$ cat config.mk
export PLATFORM = sky130hd
export DESIGN_NAME = prime_bench_ctrl
export DESIGN_NICKNAME = d
export VERILOG_FILES = /design/src/rtl/prime_bench_pkg.sv /design/src/rtl/prime_bench_progress.sv /design/src/rtl/prime_bench_ctrl.sv
export SDC_FILE = /design/constraint.sdc
export NUM_CORES = 1
export LEC_CHECK = 0
export ABC_AREA = 1
export BUFFER_PORTS_ARGS = -buffer_cell sky130_fd_sc_hd__buf_2
export CAP_MARGIN = 40
export CELL_PAD_IN_SITES_DETAIL_PLACEMENT = 0
export CELL_PAD_IN_SITES_GLOBAL_PLACEMENT = 2
export CORE_UTILIZATION = 25
export DETAILED_ROUTE_END_ITERATION = 12
export GPL_TIMING_DRIVEN = 1
export PLACE_DENSITY = 0.86
export SETUP_SLACK_MARGIN = 0.1
export SYNTH_ARGS = -nofsm -noshare
export SYNTH_HDL_FRONTEND = slang
export SYNTH_SLANG_ARGS = --single-unit
$ cat constraint.sdc
create_clock -name clk_i -period 4.47 [get_ports clk_i]
set_clock_uncertainty 0.2 [all_clocks]
set_input_delay 0 -clock clk_i [delete_from_list [all_inputs] [get_ports clk_i]]
set_output_delay 0 -clock clk_i [all_outputs]
set_load 0.01 [all_outputs]
$ cat src/rtl/prime_bench_pkg.sv
// Shared types and helpers for the primogen benchmark controller.
package prime_bench_pkg;

  typedef enum logic [2:0] {
    StIdle,
    StIssue,
    StGuard,
    StWait,
    StDone,
    StFail
  } state_e;

  // Lower bound for progress LED i: i * 2^w / nleds, widened so w up to 32 cannot overflow.
  function automatic logic [63:0] progress_thresh(int unsigned w, int unsigned nleds,
                                                  int unsigned i);
    return (64'(i) << w) / 64'(nleds);
  endfunction

endpackage

$ cat src/rtl/prime_bench_progress.sv
// Thermometer decoder: lights LED i once the value reaches i/NLEDS of the W-bit range.
module prime_bench_progress
  import prime_bench_pkg::*;
#(
  parameter int unsigned W     = 16,
  parameter int unsigned NLEDS = 4
) (
  input  logic [W-1:0]     last_prime_i,
  output logic [NLEDS-1:0] progress_o
);

  assign progress_o[0] = |last_prime_i;

  for (genvar i = 1; i < NLEDS; i++) begin : g_led
    localparam logic [63:0] Thresh = progress_thresh(W, NLEDS, i);
    assign progress_o[i] = 64'(last_prime_i) >= Thresh;
  end

endmodule

$ cat src/rtl/prime_bench_ctrl.sv
// Benchmark sequencer for primogen: issues requests, captures and counts primes, drives LEDs.
// Optional cycle counter enabled by defining PRIME_BENCH_CYCLES_EN.
module prime_bench_ctrl
  import prime_bench_pkg::*;
#(
  parameter int unsigned W       = 16,
  parameter int unsigned NLEDS   = 4,
  parameter int unsigned CW      = 16,
  parameter int unsigned STOP_AT = 65521,
  parameter int unsigned TW      = 32
) (
  input  logic             clk_i,
  input  logic             rst_ni,
  input  logic             run_i,
  input  logic             clear_i,
  output logic             pg_go_o,
  input  logic             pg_ready_i,
  input  logic             pg_error_i,
  input  logic [W-1:0]     pg_res_i,
  output logic [W-1:0]     last_prime_o,
  output logic [CW-1:0]    prime_count_o,
  output logic [NLEDS-1:0] progress_o,
  output logic             done_led_o,
  output logic             err_led_o,
  output logic [TW-1:0]    cycle_count_o
);

  localparam logic [W-1:0] StopAt = W'(STOP_AT);

  state_e        state_q, state_d;
  logic          pg_go_q;
  logic [W-1:0]  last_prime_q, last_prime_d;
  logic [CW-1:0] prime_count_q, prime_count_d;

  always_comb begin
    state_d       = state_q;
    last_prime_d  = last_prime_q;
    prime_count_d = prime_count_q;
    if (clear_i) begin
      state_d       = StIdle;
      last_prime_d  = '0;
      prime_count_d = '0;
    end else begin
      unique case (state_q)
        StIdle:  if (run_i && pg_ready_i) state_d = StIssue;
        StIssue: state_d = StGuard;
        // primogen has not yet seen go, so its ready is stale here.
        StGuard: state_d = StWait;
        StWait: begin
          if (pg_error_i) begin
            state_d = StFail;
          end else if (pg_ready_i) begin
            last_prime_d = pg_res_i;
            if (!(&prime_count_q)) prime_count_d = prime_count_q + CW'(1);
            if (pg_res_i >= StopAt) state_d = StDone;
            else if (run_i)         state_d = StIssue;
            else                    state_d = StIdle;
          end
        end
        StDone, StFail: state_d = state_q;
        default:        state_d = StIdle;
      endcase
    end
  end

  always_ff @(posedge clk_i or negedge rst_ni) begin
    if (!rst_ni) begin
      state_q       <= StIdle;
      pg_go_q       <= 1'b0;
      last_prime_q  <= '0;
      prime_count_q <= '0;
    end else begin
      state_q       <= state_d;
      pg_go_q       <= (state_d == StIssue);
      last_prime_q  <= last_prime_d;
      prime_count_q <= prime_count_d;
    end
  end

  assign pg_go_o       = pg_go_q;
  assign last_prime_o  = last_prime_q;
  assign prime_count_o = prime_count_q;
  assign done_led_o    = (state_q == StDone);
  assign err_led_o     = (state_q == StFail);

  prime_bench_progress #(
    .W     (W),
    .NLEDS (NLEDS)
  ) u_progress (
    .last_prime_i (last_prime_q),
    .progress_o   (progress_o)
  );

`ifdef PRIME_BENCH_CYCLES_EN
  logic [TW-1:0] cycle_count_q, cycle_count_d;

  always_comb begin
    cycle_count_d = cycle_count_q;
    if (clear_i) begin
      cycle_count_d = '0;
    end else if ((state_q inside {StIssue, StGuard, StWait}) && !(&cycle_count_q)) begin
      cycle_count_d = cycle_count_q + TW'(1);
    end
  end

  always_ff @(posedge clk_i or negedge rst_ni) begin
    if (!rst_ni) cycle_count_q <= '0;
    else         cycle_count_q <= cycle_count_d;
  end

  assign cycle_count_o = cycle_count_q;
`else
  assign cycle_count_o = '0;
`endif

endmodule

==> load_flow_metrics.sql <==
INSERT INTO impl_metrics (metric_group, metric, value, unit) VALUES
('worst_setup_path', 'critPathTopFamily', 'simple AND/OR/NAND/NOR gates', ''),
('routing', 'drt.antenna.violating_nets', '0', ''),
('power_and_ir_drop', 'power.switching', '0.183', 'mW'),
('synth', 'synth-xor-area-share', '0.0302', ''),
('synth', 'post_synth_inst_count', '307', ''),
('clock_network', 'cts.sinks', '36', ''),
('die', 'area_inside_the_core_boundary', '8850', 'sq um'),
('synth', 'synth.mux.area_fraction', '0', ''),
('worst_setup_path', 'data_arrival_at_the_endpoint_of_the_critical_path', '2.18', 'ns'),
('synth', 'synth_area', '2320', 'sq um'),
('power_and_ir_drop', 'power.clock.fraction', '0.415', ''),
('die', 'io_pins', '93', ''),
('routing', 'drcViolationCount', '5', ''),
('worst_setup_path', 'worstReg2RegStart', 'prime_count_o[0]$_DFFE_PN0P_', ''),
('synth', 'synth_top_flop_cell', 'sky130_fd_sc_hd__dfrtp_1', ''),
('timing', 'slew_viol_final', '0', ''),
('routing', 'via_count', '2125', ''),
('power_and_ir_drop', 'p_per_area', '239', 'nW/um^2'),
('power_and_ir_drop', 'ir_worst_vdd', '0.000147', 'V'),
('synth', 'synth_area_in_simple_gates', '0.291', ''),
('clock_network', 'postCtsResizedCells', '0', ''),
('timing', 'timing.max_slew.rel_slack', '0.579', ''),
('synth', 'synth-seq-cells', '36', ''),
('global_route', 'grt.overflow.total', '0', ''),
('placement', 'io_port_bufs', '60', ''),
('die', 'die_h', '98.3', 'um'),
('status', 'violations', 'DRC', ''),
('worst_setup_path', 'crit_path_cell_trace', 'ha_1 > nand3_2 > nor2_4 > nand2_2 > nor2_2 > nand2_2 > nand2_4 > inv_2 > nand3_1 > o21ai_1', ''),
('synth', 'sequential_cell_area_fraction_in_the_yosys_report', '0.389', ''),
('worst_setup_path', 'worst_path_largest_cell_delay', '0.50', 'ns'),
('clock_network', 'cts_max_path_buffers', '2', ''),
('hold_path', 'worst_hold_startpoint', 'pg_ready_i', ''),
('worst_setup_path', 'worst_reg_to_reg_setup_slack', '2.28', 'ns'),
('routing', 'routed_via_density', '4.26', ''),
('status', 'outcome', 'finished, violations left', ''),
('worst_setup_path', 'path_max_fanout', '23', ''),
('clock_network', 'h-tree-depth', '2', ''),
('clock_network', 'post_cts.repair.setup_buffers', '0', ''),
('routing', 'drt-initial-drc-count', '86', ''),
('synth', 'yosys.area.top_type_share', '0.389', ''),
('global_route', 'globalRouteTotalUtil', '0.127', ''),
('die', 'initial_utilization', '0.262', ''),
('clock_network', 'cts_hold_repair.buffers', '24', ''),
('cells_and_area', 'synthToLayoutAreaGrowth', '28.1', '%'),
('clock_network', 'cts.clk_slew.worst_paths', '0.08', 'ns'),
('synth', 'fraction_of_registers_with_async_set_reset', '1.00', ''),
('global_route', 'grt_max_degree', '24', ''),
('synth', 'synth-warning-count', '0', ''),
('clock_network', 'ctsRootBufferMaster', 'sky130_fd_sc_hd__clkbuf_8', ''),
('synth', 'yosys.cell_types.count', '32', ''),
('die', 'dieWidth', '98.3', 'um'),
('worst_setup_path', 'setup.worst_path.start_class', 'flop', ''),
('synth', 'synth_area_per_cell', '7.55', 'sq um'),
('placement', 'post_dp_cell_area', '2620', 'sq um'),
('timing', 'timing.final.crit_share', '0.491', ''),
('die', 'placement_rows', '34', ''),
('synth', 'share_of_the_synthesized_area_in_compound_gates_ao_oa_aoi_oai', '0.0896', ''),
('clock_network', 'tritoncts', 'done', ''),
('cells_and_area', 'antennaDiodeCount', '0', ''),
('cells_and_area', 'design.final.nets', '413', ''),
('cells_and_area', 'drive_gt1_frac', '0.230', ''),
('timing', 'worst_pin_slew', '0.631', 'ns'),
('die', 'floorplan.die_area', '9660', 'sq um'),
('worst_setup_path', 'worstSetupEndpointType', 'flop', ''),
('power_and_ir_drop', 'power.share.sequential', '0.466', ''),
('timing', 'finalSetupViolCount', '0', ''),
('global_route', 'grt_antenna_before_repair', '0', ''),
('routing', 'wl_cell', '12.0', 'um'),
('power_and_ir_drop', 'cell_internal_pwr', '0.527', 'mW'),
('synth', 'synth-adder-area-share', '0.00540', ''),
('power_and_ir_drop', 'power.share.switching', '0.257', '');
[synth_stat cells, types with 4 or more instances]
cell	count
sky130_fd_sc_hd__xor2_1	7
sky130_fd_sc_hd__nand4_1	7
sky130_fd_sc_hd__nand3_1	33
sky130_fd_sc_hd__o21ai_0	19
sky130_fd_sc_hd__dfrtp_1	36
sky130_fd_sc_hd__nand2_1	63
sky130_fd_sc_hd__inv_1	37
sky130_fd_sc_hd__buf_4	32
sky130_fd_sc_hd__nor2_1	29
sky130_fd_sc_hd__o21ai_2	7
sky130_fd_sc_hd__buf_2	4
sky130_fd_sc_hd__o21ai_1	4
sky130_fd_sc_hd__nand2_2	4
[metrics by stage]
| step | hold slack (ns) | util | instances | power (mW) | setup WS, ns |
|---|---|---|---|---|---|
| floorplan | -0.496 | - | 338 | 0.398 | 2.65 |
| global route | 0.0549 | 0.336 | 499 | 0.740 | 2.10 |
| detailed placement | -0.218 | 0.296 | 467 | 0.405 | 2.29 |
| finish | 0.0183 | 0.336 | 499 | 0.710 | 2.28 |
| CTS | 0.0102 | 0.336 | 499 | 0.718 | 2.27 |
| global placement | -0.0509 | 0.290 | 465 | 0.400 | 2.25 |
[power by group through the flow]
stage / clock [mW] / combinational, mW / sequential, mW
after floorplan: 0 / 0.0605 / 0.337
after global placement: 0 / 0.0627 / 0.337
after detailed placement: 0 / 0.0683 / 0.337
after CTS: 0.303 / 0.0851 / 0.331
after global routing: 0.315 / 0.0940 / 0.331
final: 0.295 / 0.0845 / 0.331
[cell usage in the layout, fill, tap and decap left out, drive strengths merged, types with 4 or more instances in the layout]
cell | Yosys | routed
nor3 | 4 | 4
buf | 39 | 62
dlygate4sd3 | 0 | 24
conb | 1 | 32
clkbuf | 2 | 5
dfrtp | 36 | 36
nand2 | 68 | 68
nor2 | 32 | 32
o21ai | 31 | 31
nand4 | 7 | 7
xor2 | 7 | 7
nand3 | 34 | 34
inv | 38 | 38
[per-layer routing]
metal	GRT usage	wire length, um
met1	0.177	2880
met2	0.195	2620
met3	0.0286	421
met4	0.0413	59
met5	0	0
[layout make-up]
class | count | area [sq um]
well taps | 108 | 135
inverters | 38 | 143
flip-flops and latches | 36 | 901
multi-input cells | 223 | 1080
fillers | 950 | 5880
clock inverters | 3 | 42.5
clock buffers | 5 | 68.8
repair buffers | 86 | 596
[how the worst max path moves through the flow]
stage                                      start                            end  slack (ns)  cells after the start
floorplan           prime_count_o[0]$_DFFE_PN0P_  prime_count_o[15]$_DFFE_PN0P_        2.65                     10
global placement                         clear_i   prime_count_o[1]$_DFFE_PN0P_        2.25                      7
detailed placement  prime_count_o[0]$_DFFE_PN0P_   prime_count_o[2]$_DFFE_PN0P_        2.29                     10
CTS                 prime_count_o[0]$_DFFE_PN0P_   prime_count_o[2]$_DFFE_PN0P_        2.27                     10
global route        prime_count_o[0]$_DFFE_PN0P_   prime_count_o[2]$_DFFE_PN0P_        2.10                     10
finish              prime_count_o[0]$_DFFE_PN0P_   prime_count_o[2]$_DFFE_PN0P_        2.28                     10
[flip-flops by register name (all words and copies together) (netlist names)]
register and flops:
last_prime_o 16, prime_count_o 16, state_q 3, pg_go_o 1
[worst reg2reg max path, delay by kind of cell (launching register included)]
family          cells  cell delay (ns)
buf+inv             1             0.15
flops               1             0.50
simple gates        7             0.93
compound gates      1             0.06
fa+ha+maj           1             0.25
[kinds of logic (layout without fill, tap and decap cells)]
logic type,Yosys count,after routing
and+or+nand+nor,149,149
buffers and inverters,79,132
DFF,36,36
AOI/OAI and AO/OA,33,33
xor gates and xnor gates,8,8
adders and majority gates,1,1
other,1,32
Note: power is estimated with default switching activity, not from simulation.
